==> config.mk <==
export PLATFORM = sky130hd
export DESIGN_NAME = approx_adder_pipe
export DESIGN_NICKNAME = d
export VERILOG_FILES = /design/src/rtl/approx_adder_pipe.sv
export SDC_FILE = /design/constraint.sdc
export NUM_CORES = 1
export LEC_CHECK = 0
export ABC_AREA = 1
export BUFFER_PORTS_ARGS = -buffer_cell sky130_fd_sc_hd__buf_2
export CELL_PAD_IN_SITES_DETAIL_PLACEMENT = 0
export CELL_PAD_IN_SITES_GLOBAL_PLACEMENT = 1
export CORE_ASPECT_RATIO = 0.75
export CORE_MARGIN = 4
export CORE_UTILIZATION = 45
export DETAILED_ROUTE_END_ITERATION = 8
export GPL_TIMING_DRIVEN = 0
export PLACE_DENSITY_LB_ADDON = 0.15
export SLEW_MARGIN = 20
export SYNTH_ARGS = -nofsm -noshare
export SYNTH_HDL_FRONTEND = slang
export SYNTH_SLANG_ARGS = --single-unit
==> constraint.sdc <==
create_clock -name clk -period 3.95 [get_ports clk]
set_clock_uncertainty 0.05 [all_clocks]
set_input_delay 0.79 -clock clk [delete_from_list [all_inputs] [get_ports clk]]
set_output_delay 0.79 -clock clk [all_outputs]
set_load 0.005 [all_outputs]
==> src/rtl/approx_adder_pipe.sv <==
// Two-stage pipelined adder with per-beat approximate/exact mode and error statistics.
// Approximate mode zeroes the Z LSBs, ORs the next O bits and adds only the upper bits.
module approx_adder_pipe #(
  parameter int W  = 16,
  parameter int Z  = 2,
  parameter int O  = 6,
  parameter int EW = 32
) (
  input  logic          clk,
  input  logic          rst,
  input  logic          in_valid,
  output logic          in_ready,
  input  logic [W-1:0]  i1,
  input  logic [W-1:0]  i2,
  input  logic          mode,
  output logic          out_valid,
  input  logic          out_ready,
  output logic [W-1:0]  y,
  output logic          cout,
  input  logic          clr_stats,
  output logic [EW-1:0] err_acc,
  output logic [EW-1:0] beat_cnt
);

  localparam int ZO = Z + O;
  localparam int SW = ((EW > W + 1) ? EW : W + 1) + 1;
  localparam logic [W:0]    OR_MASK = ({(W+1){1'b1}} << Z) & ~({(W+1){1'b1}} << ZO);
  localparam logic [EW-1:0] ACC_MAX = '1;

  // S1 keeps both candidate sums; they carry everything S2 needs from the operands.
  typedef struct packed {
    logic       mode;
    logic [W:0] apx;
    logic [W:0] exa;
  } s1_t;

  typedef struct packed {
    logic       mode;
    logic [W:0] sum;
    logic [W:0] err;
  } s2_t;

  s1_t s1_q, s1_d;
  s2_t s2_q, s2_d;
  logic s1_vld_q, s1_vld_d;
  logic s2_vld_q, s2_vld_d;
  logic [EW-1:0] err_acc_q, err_acc_d;
  logic [EW-1:0] beat_cnt_q, beat_cnt_d;

  logic [W:0] exa_sum, apx_sum, hi_sum, or_bits;
  logic       s1_load, s2_load, out_xfer;
  logic [SW-1:0] acc_sum;

  // Front-end arithmetic on the incoming operands.
  always_comb begin
    exa_sum = {1'b0, i1} + {1'b0, i2};
    hi_sum  = ({1'b0, i1} >> ZO) + ({1'b0, i2} >> ZO);
    or_bits = {1'b0, (i1 | i2)} & OR_MASK;
    apx_sum = (hi_sum << ZO) | or_bits;
  end

  // A stage loads when empty or when its current beat moves on this cycle.
  always_comb begin
    out_xfer = s2_vld_q & out_ready;
    s2_load  = s1_vld_q & (~s2_vld_q | out_ready);
    in_ready = ~rst & (~s1_vld_q | s2_load);
    s1_load  = in_valid & in_ready;
    s1_vld_d = s1_load | (s1_vld_q & ~s2_load);
    s2_vld_d = s2_load | (s2_vld_q & ~out_xfer);
  end

  always_comb begin
    s1_d = s1_q;
    if (s1_load) begin
      s1_d.mode = mode;
      s1_d.apx  = apx_sum;
      s1_d.exa  = exa_sum;
    end
  end

  always_comb begin
    s2_d = s2_q;
    if (s2_load) begin
      s2_d.mode = s1_q.mode;
      s2_d.sum  = s1_q.mode ? s1_q.exa : s1_q.apx;
      s2_d.err  = (s1_q.exa >= s1_q.apx) ? (s1_q.exa - s1_q.apx) : (s1_q.apx - s1_q.exa);
    end
  end

  // Statistics: only approximate beats leaving S2 count; clear overrides.
  always_comb begin
    err_acc_d  = err_acc_q;
    beat_cnt_d = beat_cnt_q;
    acc_sum    = SW'(err_acc_q) + SW'(s2_q.err);
    if (clr_stats) begin
      err_acc_d  = '0;
      beat_cnt_d = '0;
    end else if (out_xfer && !s2_q.mode) begin
      err_acc_d = (acc_sum > SW'(ACC_MAX)) ? ACC_MAX : acc_sum[EW-1:0];
      if (beat_cnt_q != ACC_MAX) beat_cnt_d = beat_cnt_q + EW'(1);
    end
  end

  always_ff @(posedge clk) begin
    if (rst) begin
      s1_vld_q   <= 1'b0;
      s2_vld_q   <= 1'b0;
      s1_q       <= '0;
      s2_q       <= '0;
      err_acc_q  <= '0;
      beat_cnt_q <= '0;
    end else begin
      s1_vld_q   <= s1_vld_d;
      s2_vld_q   <= s2_vld_d;
      s1_q       <= s1_d;
      s2_q       <= s2_d;
      err_acc_q  <= err_acc_d;
      beat_cnt_q <= beat_cnt_d;
    end
  end

  assign out_valid   = s2_vld_q;
  assign {cout, y}   = s2_q.sum;
  assign err_acc     = err_acc_q;
  assign beat_cnt    = beat_cnt_q;

endmodule
==> impl_metrics.yaml, run 1 <==
critical_path:
  r2r_slack_ns: 1.33
  cp.arrival_ns: 2.89
  crit_fanout: 10
  r2r_cells: 13
  endpoint_kind: "register"
  critical_path_class: "reg -> reg"
  crit_required_ns: 4.22
  worst_setup_path_start_kind: "register"
  r2r_end: "err_acc[25]"
  rr_startpoint: "err_acc[0]"
clock_network:
  cts_sinks: 134
  root_buffer: "clkbuf_16"
  post_cts_resized: 0
  hold_buffers: 0
  htreeDepth: 4
  clk_latency_ns: 0.43
  post_cts_buffers: 0
  path_clk_slew_ns: 0.06
  clk_path_buf_depth: 2
  cts_tree: "done"
  cts_buffers: 17
power_and_ir_drop:
  pwr-share-comb_pct: 29.7
  switching_power_mw: 1.64
  p_clk_share_pct: 36.4
  switching_share_pct: 37.1
  intPower_mw: 2.77
  peakVddDrop_uv: 305
  power_frac_seq_pct: 33.9
  power_density_mw_per_mm2: 365
  p_leak_nw: 6.05
worst_hold_path:
  min_from: "y[1]"
  holdPathStages: 2
  hold_path_end: "y[1]"
  hp-class: "reg -> reg"
timing:
  finalSetupViolations: 0
  max_freq_ghz: 0.381
  setup_tns_ns: 0
  slew_violations: 0
  hold_viol_final: 0
  period_needed_ns: 2.62
  tightest_slew_ns: 0.662
  finalCritPeriodShare_pct: 66.4
  hold_ws_ns: 0.414
  relSlewSlack_pct: 55.7
  grt_setup_unrepaired: "no"
yosys:
  syn-num-nets: 1802
  yosysWarnings: 0
  synth.top_cell.area_share_pct: 25.6
  synth_cell_type_count: 47
  syn_inst: 1690
  yosys-top-cells-area: "dfxtp_1 26%, nand2_1 19%, inv_1 8.6%"
  yosysSeqAreaShare_pct: 25.6
  netlist_area_mm2: 0.0105
  ys_ff_latch: 134
  synth_edf_count: 0
  synth-main-ff-cell: "dfxtp_1"
  synth_area_leader_cell: "dfxtp_1"
  synthArstFlopShare_pct: 0
  syn_area_per_cell_um2: 6.21
place:
  place_area_mm2: 0.0115
  place.gp.congestion: 0.941
  hpwlAfterDp_mm: 26.5
  placedCellCount: 2110
  port_buffers: 120
grt:
  grt_use_met3_pct: 4.31
  grt_pass1_wl_mm: 53.1
  use_met1_pct: 40.4
  first_global_vias: 10100
  antenna_found_initial: 0
  grt_max_degree: 17
  grt-ovfl-total: 0
  grt.total_usage_pct: 25.5
  busiest_layer: "met1"
  use_met2_pct: 36.6
layout:
  final_cells: 2142
  design_area_mm2: 0.0121
  num-fill-cells: 2461
  regArea_mm2: 0.00268
  multi_input_comb_area_mm2: 0.00647
  final_cell_mix: "532 x nand2_1, 241 x inv_1, 137 x nor2_1"
  final_common_cell: "nand2_1"
  num-nets-final: 1941
  diodes: 0
  drive_gt1_share_pct: 13.0
  area_growth_pct: 14.9
drt:
  drc_errors: 0
  vias: 10900
  drt_pass1_iterations: 7
  drt-initial-drc-count: 950
  routed_wl_mm: 32.9
  ant_nets: 0
  routedWlPerCell_um: 15.4
  vias_per_cell: 5.10
floorplan:
  die_w_um: 184
  core_mm2: 0.0230
  rows: 48
  ioPinCount: 121
  start_util_pct: 45.6
  dieArea_mm2: 0.0259
  die-height_um: 140
status:
  outcome: "complete, no violations"
run:
  drv_cap: 0
[final cells by class]
class	instances	area share [%]
multi-input cells	1243	53.7
plain buffers	64	3.31
well taps	300	3.11
clock inverters	15	1.32
flip-flops and latches	134	22.3
clock buffers	17	3.53
repair buffers	120	4.98
inverters	249	7.77
[registers in the layout, summed over array words and instances, names as in the netlist]
register,cells
y,16
err_acc,32
cout,1
out_valid,1
beat_cnt,32
s1_q,33
s2_q,18
s1_vld_q,1
[Yosys cell counts (3+ instances only)]
library cell,count
a21oi_1,125
nor2_1,137
a31oi_1,15
fa_1,4
nor3_1,22
xor2_1,40
o32ai_1,4
nor2_2,6
nand2_2,14
nor3b_1,3
buf_2,5
xnor2_1,24
or2_2,3
o21bai_1,4
nand4_1,12
o31ai_1,3
inv_1,241
a21o_1,5
a21oi_2,6
ha_1,70
clkbuf_1,21
buf_4,19
inv_2,6
clkbuf_2,5
o21ai_0,99
buf_1,4
nand2_1,532
dfxtp_1,134
buf_6,8
nand3_1,92
nand3b_1,3
[worst max-delay path by stage]
stage | startpoint | to
after floorplan | i1[8] | s1_q[12]
after global placement | out_ready | s1_q[7]
after detailed placement | out_ready | s1_q[7]
after CTS | err_acc[0] | err_acc[25]
after global routing | err_acc[0] | err_acc[23]
final | err_acc[0] | err_acc[25]
[critical path, stage by stage (launching register included)]
cell     delay, ns
dfxtp_1       0.34
ha_1          0.24
inv_1         0.07
fa_1          0.22
inv_1         0.09
nand2_1       0.06
nand2_1       0.07
nand3_1       0.08
nand2_1       0.15
nand2_1       0.12
nand3_2       0.14
a21oi_2       0.55
buf_6         0.25
a21oi_1       0.08
[power groups by stage]
stage | registers (mW) | clock network (mW) | logic, mW
after floorplan | 1.49 | 0 | 0.953
after global placement | 1.52 | 0 | 1.28
after detailed placement | 1.52 | 0 | 1.29
after CTS | 1.49 | 1.62 | 1.30
after global routing | 1.50 | 1.67 | 1.49
final | 1.49 | 1.60 | 1.31
[cells by family after synthesis]
group | Yosys count | share of synthesized area [%]
adders and majority gates | 74 | 9.11
and+or+nand+nor | 841 | 33.8
buffers and inverters | 313 | 12.7
xor gates and xnor gates | 64 | 5.34
DFF | 134 | 25.6
AOI/OAI and AO/OA | 264 | 13.5
[metrics by stage]
step / power [mW] / utilization (%) / setup WS (ns)
CTS: 4.41 / 52.4 / 1.35
floorplan: 2.45 / - / 1.67
global placement: 2.80 / 49.9 / 1.34
global route: 4.66 / 52.4 / 1.13
detailed placement: 2.81 / 49.9 / 1.32
finish: 4.41 / 52.4 / 1.33
[metal layers]
metal	share of wire, %	up-vias
li1	-	5606
met1	52	4980
met2	40	309
met3	6.8	25
met4	0.95	0
met5	0	-
No activity file was read; power rests on OpenSTA's default activity.
==> inputs of run 2 (changes only) <==
- ABC_AREA: 1 -> 0
- CORE_UTILIZATION: 45 -> 39
- clock period: 3.95 -> 2.2 ns (I/O delays scaled with it)
==> run 2 against run 1 <==
The flow now finishes with violations (setup timing); clock-buffer cell count did not move; total power rose by 95%; area after synthesis fell by 18%; fmax fell by 10%; sequential share of layout area rose by 1.2 points; critical endpoint is now s2_q[14]; largest cell class unchanged.
==> impl_metrics.yaml, run 2 <==
status:
  outcome: "finished with violations"
  violations: "setup timing"
yosys:
  muxShareOfSynthArea_pct: 2.93
  synth.top_cell.area_share_pct: 31.3
  synthArstFlopShare_pct: 0
  synth_xor_area_share_pct: 7.46
  yosys-top-cells-area: "dfxtp_1 31%, ha_1 10%, nor2_1 4.2%"
  synth_most_common_cell: "dfxtp_1"
  synth_compound_area_share_pct: 21.5
  synth_edf_count: 0
  synth_top_family_by_area: "compound AO/OA/AOI/OAI gates"
  netlist_area_mm2: 0.00857
  synth-adder-area-share_pct: 11.2
  yosysWarnings: 0
  synth_area_leader_cell: "dfxtp_1"
  synth_cell_type_count: 66
  syn-num-nets: 1156
  yosys.area_share.simple_pct: 18.6
  syn_area_per_cell_um2: 8.21
  ys_ff_latch: 134
  syn_inst: 1044
  synth-main-ff-cell: "dfxtp_1"
  yosysSeqAreaShare_pct: 31.3
  synth_common_cells: "134 x dfxtp_1, 95 x nor2_1, 71 x a21oi_1"
drt:
  drc_errors: 0
  vias_per_cell: 5.28
  routedWlPerCell_um: 16.8
  vias: 8190
  drt_pass1_iterations: 5
  drt-initial-drc-count: 535
  routed_wl_mm: 26.0
  ant_nets: 0
place:
  hpwlAfterDp_mm: 19.1
  place_ws_ns: -0.968
  place.gp.congestion: 0.873
  place_area_mm2: 0.00976
  placedCellCount: 1452
  port_buffers: 120
clock_network:
  root_buffer: "clkbuf_16"
  cts_buffers: 17
  path_clk_slew_ns: 0.06
  htreeDepth: 4
  cts_sinks: 134
  clk_path_buf_depth: 2
  cts_tree: "done"
  clk_latency_ns: 0.43
timing:
  slew_violations: 0
  tightest_slew_ns: 0.888
  hold_ws_ns: 0.176
  finalCritPeriodShare_pct: 133
  relSlewSlack_pct: 40.8
  period_needed_ns: 2.93
  max_freq_ghz: 0.342
  hold_viol_final: 0
  final.setup.worst_slack_ns: -0.727
  grt_setup_unrepaired: "yes"
  setup_tns_ns: -24.48
  finalSetupViolations: 48
layout:
  area_growth_pct: 36.0
  diodes: 0
  design_area_mm2: 0.0117
  largest_reg_flops: 33
  final_cell_mix: "122 x buf_2, 111 x dfxtp_1, 91 x nor2_1"
  final_common_cell: "buf_2"
  final_cells: 1552
  final_util_pct: 54.6
  num-nets-final: 1363
  drive_gt1_share_pct: 32.3
  top_register: "s1_q"
floorplan:
  dieArea_mm2: 0.0244
  core_mm2: 0.0214
  start_util_pct: 40.1
  ioPinCount: 121
  die-height_um: 136
  rows: 46
  die_w_um: 179
run:
  drv_cap: 0
critical_path:
  worstPathCellList: "inv_2 > ha_4 > buf_6 > nand4_1 > nor3_4 > a31o_1 > a211o_1 > a21oi_4 > buf_12 > buf_12 > buf_2 > a211o_1 > o21ai_2 > xnor2_1 > a211oi_2"
  cp_slowest_cell: "dfxtp_2"
  cp.arrival_ns: 3.16
  endpoint_kind: "register"
  crit_fanout: 5
  worst_setup_path_start_kind: "register"
  critical_path_class: "reg -> reg"
  crit_family: "compound AO/OA/AOI/OAI gates"
  crit_required_ns: 2.44
  r2r_slack_ns: -0.73
  cp_num_buf_inv: 5
  slowest_delay_ns: 0.34
grt:
  grt-ovfl-total: 0
  grt.total_usage_pct: 21.2
  first_global_vias: 7671
  grt_max_degree: 17
  antenna_found_initial: 0
  grt_pass1_wl_mm: 41.2
power_and_ir_drop:
  p_leak_nw: 5.03
  peakVddDrop_uv: 492
  power_density_mw_per_mm2: 735
  power_mw: 8.57
worst_hold_path:
  hp-class: "in -> reg"
==> run 2: worst register-to-register path, delay by kind of cell (launching register included) <==
| kind | cells | cell delay, ns |
|---|---|---|
| AOI/OAI and AO/OA | 6 | 0.92 |
| xor gates and xnor gates | 1 | 0.15 |
| adders and majority gates | 1 | 0.26 |
| buffers and inverters | 5 | 0.59 |
| DFF | 1 | 0.34 |
| and+or+nand+nor | 2 | 0.48 |
==> run 2: worst paths after layout <==
check,from,to,cells after the start
worst max-delay path,s1_q[8],s2_q[14],15
worst min register to register,y[1],y[1],2
worst max register to register,s1_q[8],s2_q[14],15
worst min-delay path,mode,s1_q[34],3
==> run 2: timing repair <==
| action | CTS | global route |
|---|---|---|
| gates cloned | 1 | 2 |
| endpoints found under the setup margin | 95 | 103 |
| hold buffers | 0 | 0 |
| pin swaps | 48 | 47 |
| endpoints found under the hold margin | 0 | 0 |
| setup buffers | 46 | 25 |
| resized for setup | 94 | 81 |
==> run 2: where the power goes <==
| group | internal (mW) | total (mW) | switching (mW) |
|---|---|---|---|
| registers | 2.56 | 2.67 | 0.113 |
| logic | 1.41 | 2.85 | 1.44 |
| clock network | 1.81 | 3.04 | 1.23 |
| total | 5.79 | 8.57 | 2.78 |
==> run 2: cells by family (layout without fill, tap and decap cells) <==
group	after synthesis	after routing
XOR/XNOR	73	73
buffers and inverters	138	358
adder cells (fa/ha/maj)	74	74
AO/OA/AOI/OAI	283	283
multiplexers	25	25
AND/OR/NAND/NOR	317	317
flip-flops	134	134
==> run 2: area by class of cell <==
cell class / count / area [um^2]
timing repair buffer: 194 / 1260
multi-input combinational: 772 / 6040
buffer: 62 / 390
fill: 2020 / 9700
clock buffer: 17 / 425
tap: 288 / 360
sequential: 134 / 2730
inverter: 70 / 265
clock inverter: 15 / 191
==> run 2: metal layers <==
| metal | vias to the layer above | wire length (um) | track usage (%) |
|---|---|---|---|
| met5 | - | 0 | 0 |
| met4 | 0 | 218 | 4.19 |
| met3 | 21 | 1510 | 5.12 |
| met2 | 177 | 10800 | 30.0 |
| met1 | 3893 | 13400 | 32.4 |
| li1 | 4099 | - | - |
==> inputs of run 3 (changes only) <==
- TNS_END_PERCENT: default -> 30
==> run 3 against run 2 <==
The run still ends with setup timing left; final cell count grew 0.19%; sequential power is essentially flat; fmax grew 0.34%; cell area grew 0.47%; critical path depth shrank 4; core utilization grew 0.26 points; total power grew 3.4%; clock power grew 4%; clock-buffer cell count is the same; first-iteration DRC count grew 9.3%; wire length grew 0.38%; critical path type unchanged; critical endpoint is now s2_q[12]; largest cell class unchanged; largest power group unchanged.
==> impl_metrics.yaml, run 3 (same netlist as run 2, synthesis figures left out) <==
status:
  outcome: "finished with violations"
  violations: "setup timing"
grt:
  grt-ovfl-total: 0
  grt_max_degree: 17
  first_global_vias: 7727
  grt.total_usage_pct: 21.2
  grt_pass1_wl_mm: 41.2
  antenna_found_initial: 1
power_and_ir_drop:
  peakVddDrop_uv: 518
  power_density_mw_per_mm2: 757
  power_frac_seq_pct: 30.3
  pwr-share-comb_pct: 34.1
  power_mw: 8.86
  p_clk_share_pct: 35.6
  p_leak_nw: 5.03
  switching_power_mw: 2.84
  intPower_mw: 6.02
  switching_share_pct: 32.0
layout:
  num-nets-final: 1366
  multi_input_comb_area_mm2: 0.00604
  num-fill-cells: 1997
  design_area_mm2: 0.0117
  top_register: "s1_q"
  drive_gt1_share_pct: 32.6
  largest_reg_flops: 33
  final_cell_mix: "122 x buf_2, 107 x dfxtp_1, 90 x nor2_1"
  regArea_mm2: 0.00272
  final_common_cell: "buf_2"
  diodes: 0
  area_growth_pct: 36.7
floorplan:
  die-height_um: 136
  rows: 46
  ioPinCount: 121
  core_mm2: 0.0214
  start_util_pct: 40.1
  die_w_um: 179
  dieArea_mm2: 0.0244
critical_path:
  critical_path_class: "reg -> reg"
  cp.arrival_ns: 3.18
  crit_fanout: 6
  crit_required_ns: 2.46
  endpoint_kind: "register"
  worst_setup_path_start_kind: "register"
timing:
  finalCritPeriodShare_pct: 133
  period_needed_ns: 2.92
  setup_tns_ns: -23.76
  hold_viol_final: 0
  tightest_slew_ns: 0.919
  slew_violations: 0
  relSlewSlack_pct: 38.7
  final.setup.worst_slack_ns: -0.717
  finalSetupViolations: 59
  grt_setup_unrepaired: "yes"
  max_freq_ghz: 0.343
drt:
  vias: 8145
  drc_errors: 0
  drt-initial-drc-count: 585
  vias_per_cell: 5.24
  routed_wl_mm: 26.1
  drt_pass1_iterations: 6
  routedWlPerCell_um: 16.8
  ant_nets: 0
place:
  hpwlAfterDp_mm: 19.1
  place_area_mm2: 0.00968
  place.gp.congestion: 0.824
  port_buffers: 120
run:
  drv_cap: 0
worst_hold_path:
  hp-class: "in -> reg"
clock_network:
  clk_latency_ns: 0.42
  path_clk_slew_ns: 0.06
  clk_path_buf_depth: 2
  cts_buffers: 17
  cts_sinks: 134
  root_buffer: "clkbuf_16"
  htreeDepth: 4
  cts_tree: "done"
## run 3: changes by cell type in the layout (fill, tap and decap cells not counted), sizes merged
cell           before  now
clkbuf             51   54
buf               222  221
bufinv              3    4
clkdlybuf4s15       0    1
clkinv              4    5
clkinvlp            2    1
inv                76   75
## run 3: worst paths after layout
kind                            startpoint        to  slack [ns]  cells after the start
worst max-delay path              s1_q[25]  s2_q[12]       -0.72                     11
worst min-delay path                  mode  s1_q[34]        0.15                      3
worst max register to register    s1_q[25]  s2_q[12]       -0.72                     11
worst min register to register        y[0]      y[0]        0.40                      2
## run 3: timing repair
item | in CTS | in global routing
gates cloned | 2 | 1
pin swaps | 51 | 42
setup buffers | 43 | 28
hold buffers | 0 | 0
gates resized for setup | 105 | 98
setup endpoints to repair | 100 | 104
## run 3: layer usage
layer  GRT usage (%)  routed length, um  up-vias
met2            30.3              10900      185
li1                -                  -     4130
met3            5.03               1470       17
met5               0                 13        -
met1            32.5              13600     3811
met4            3.64                196        2
## run 3: layout make-up
| class | count | area share [%] |
|---|---|---|
| plain buffers | 66 | 3.85 |
| clock buffers | 17 | 3.63 |
| clock inverters | 15 | 1.85 |
| inverters | 70 | 2.24 |
| multi-input cells | 772 | 51.5 |
| flip-flops and latches | 134 | 23.3 |
| well taps | 288 | 3.08 |
| repair buffers | 193 | 10.6 |
## run 3: per-stage QoR
stage               hold WS [ns]  worst slack, ns  util (%)  cells
global placement           0.394            -1.00      45.3   1452
floorplan                  0.382           -0.504         -   1044
CTS                        0.145           -0.672      51.8   1527
detailed placement         0.399           -0.959      45.3   1452
finish                     0.154           -0.717      54.9   1555
global route               0.175           -0.810      54.9   1555
## run 3: critical path: stages (launching register included)
cell and delay (ns):
dfxtp_4 0.36, ha_4 0.25, a21o_1 0.20, o32ai_2 0.23, a21oi_2 0.09, a211o_1 0.34, a21oi_4 0.25, buf_8 0.19
mux2i_4 0.27, o21ai_4 0.09, o31a_1 0.28, a32o_1 0.20
## run 3: power groups by stage
stage	Sequential, mW	Clock, mW	Combinational, mW
4_1_cts	2.67	3.20	2.55
3_3_place_gp	2.72	0	2.06
3_5_place_dp	2.73	0	2.07
6_report	2.68	3.15	3.02
5_1_grt	2.70	3.30	3.28
2_1_floorplan	2.69	0	1.58
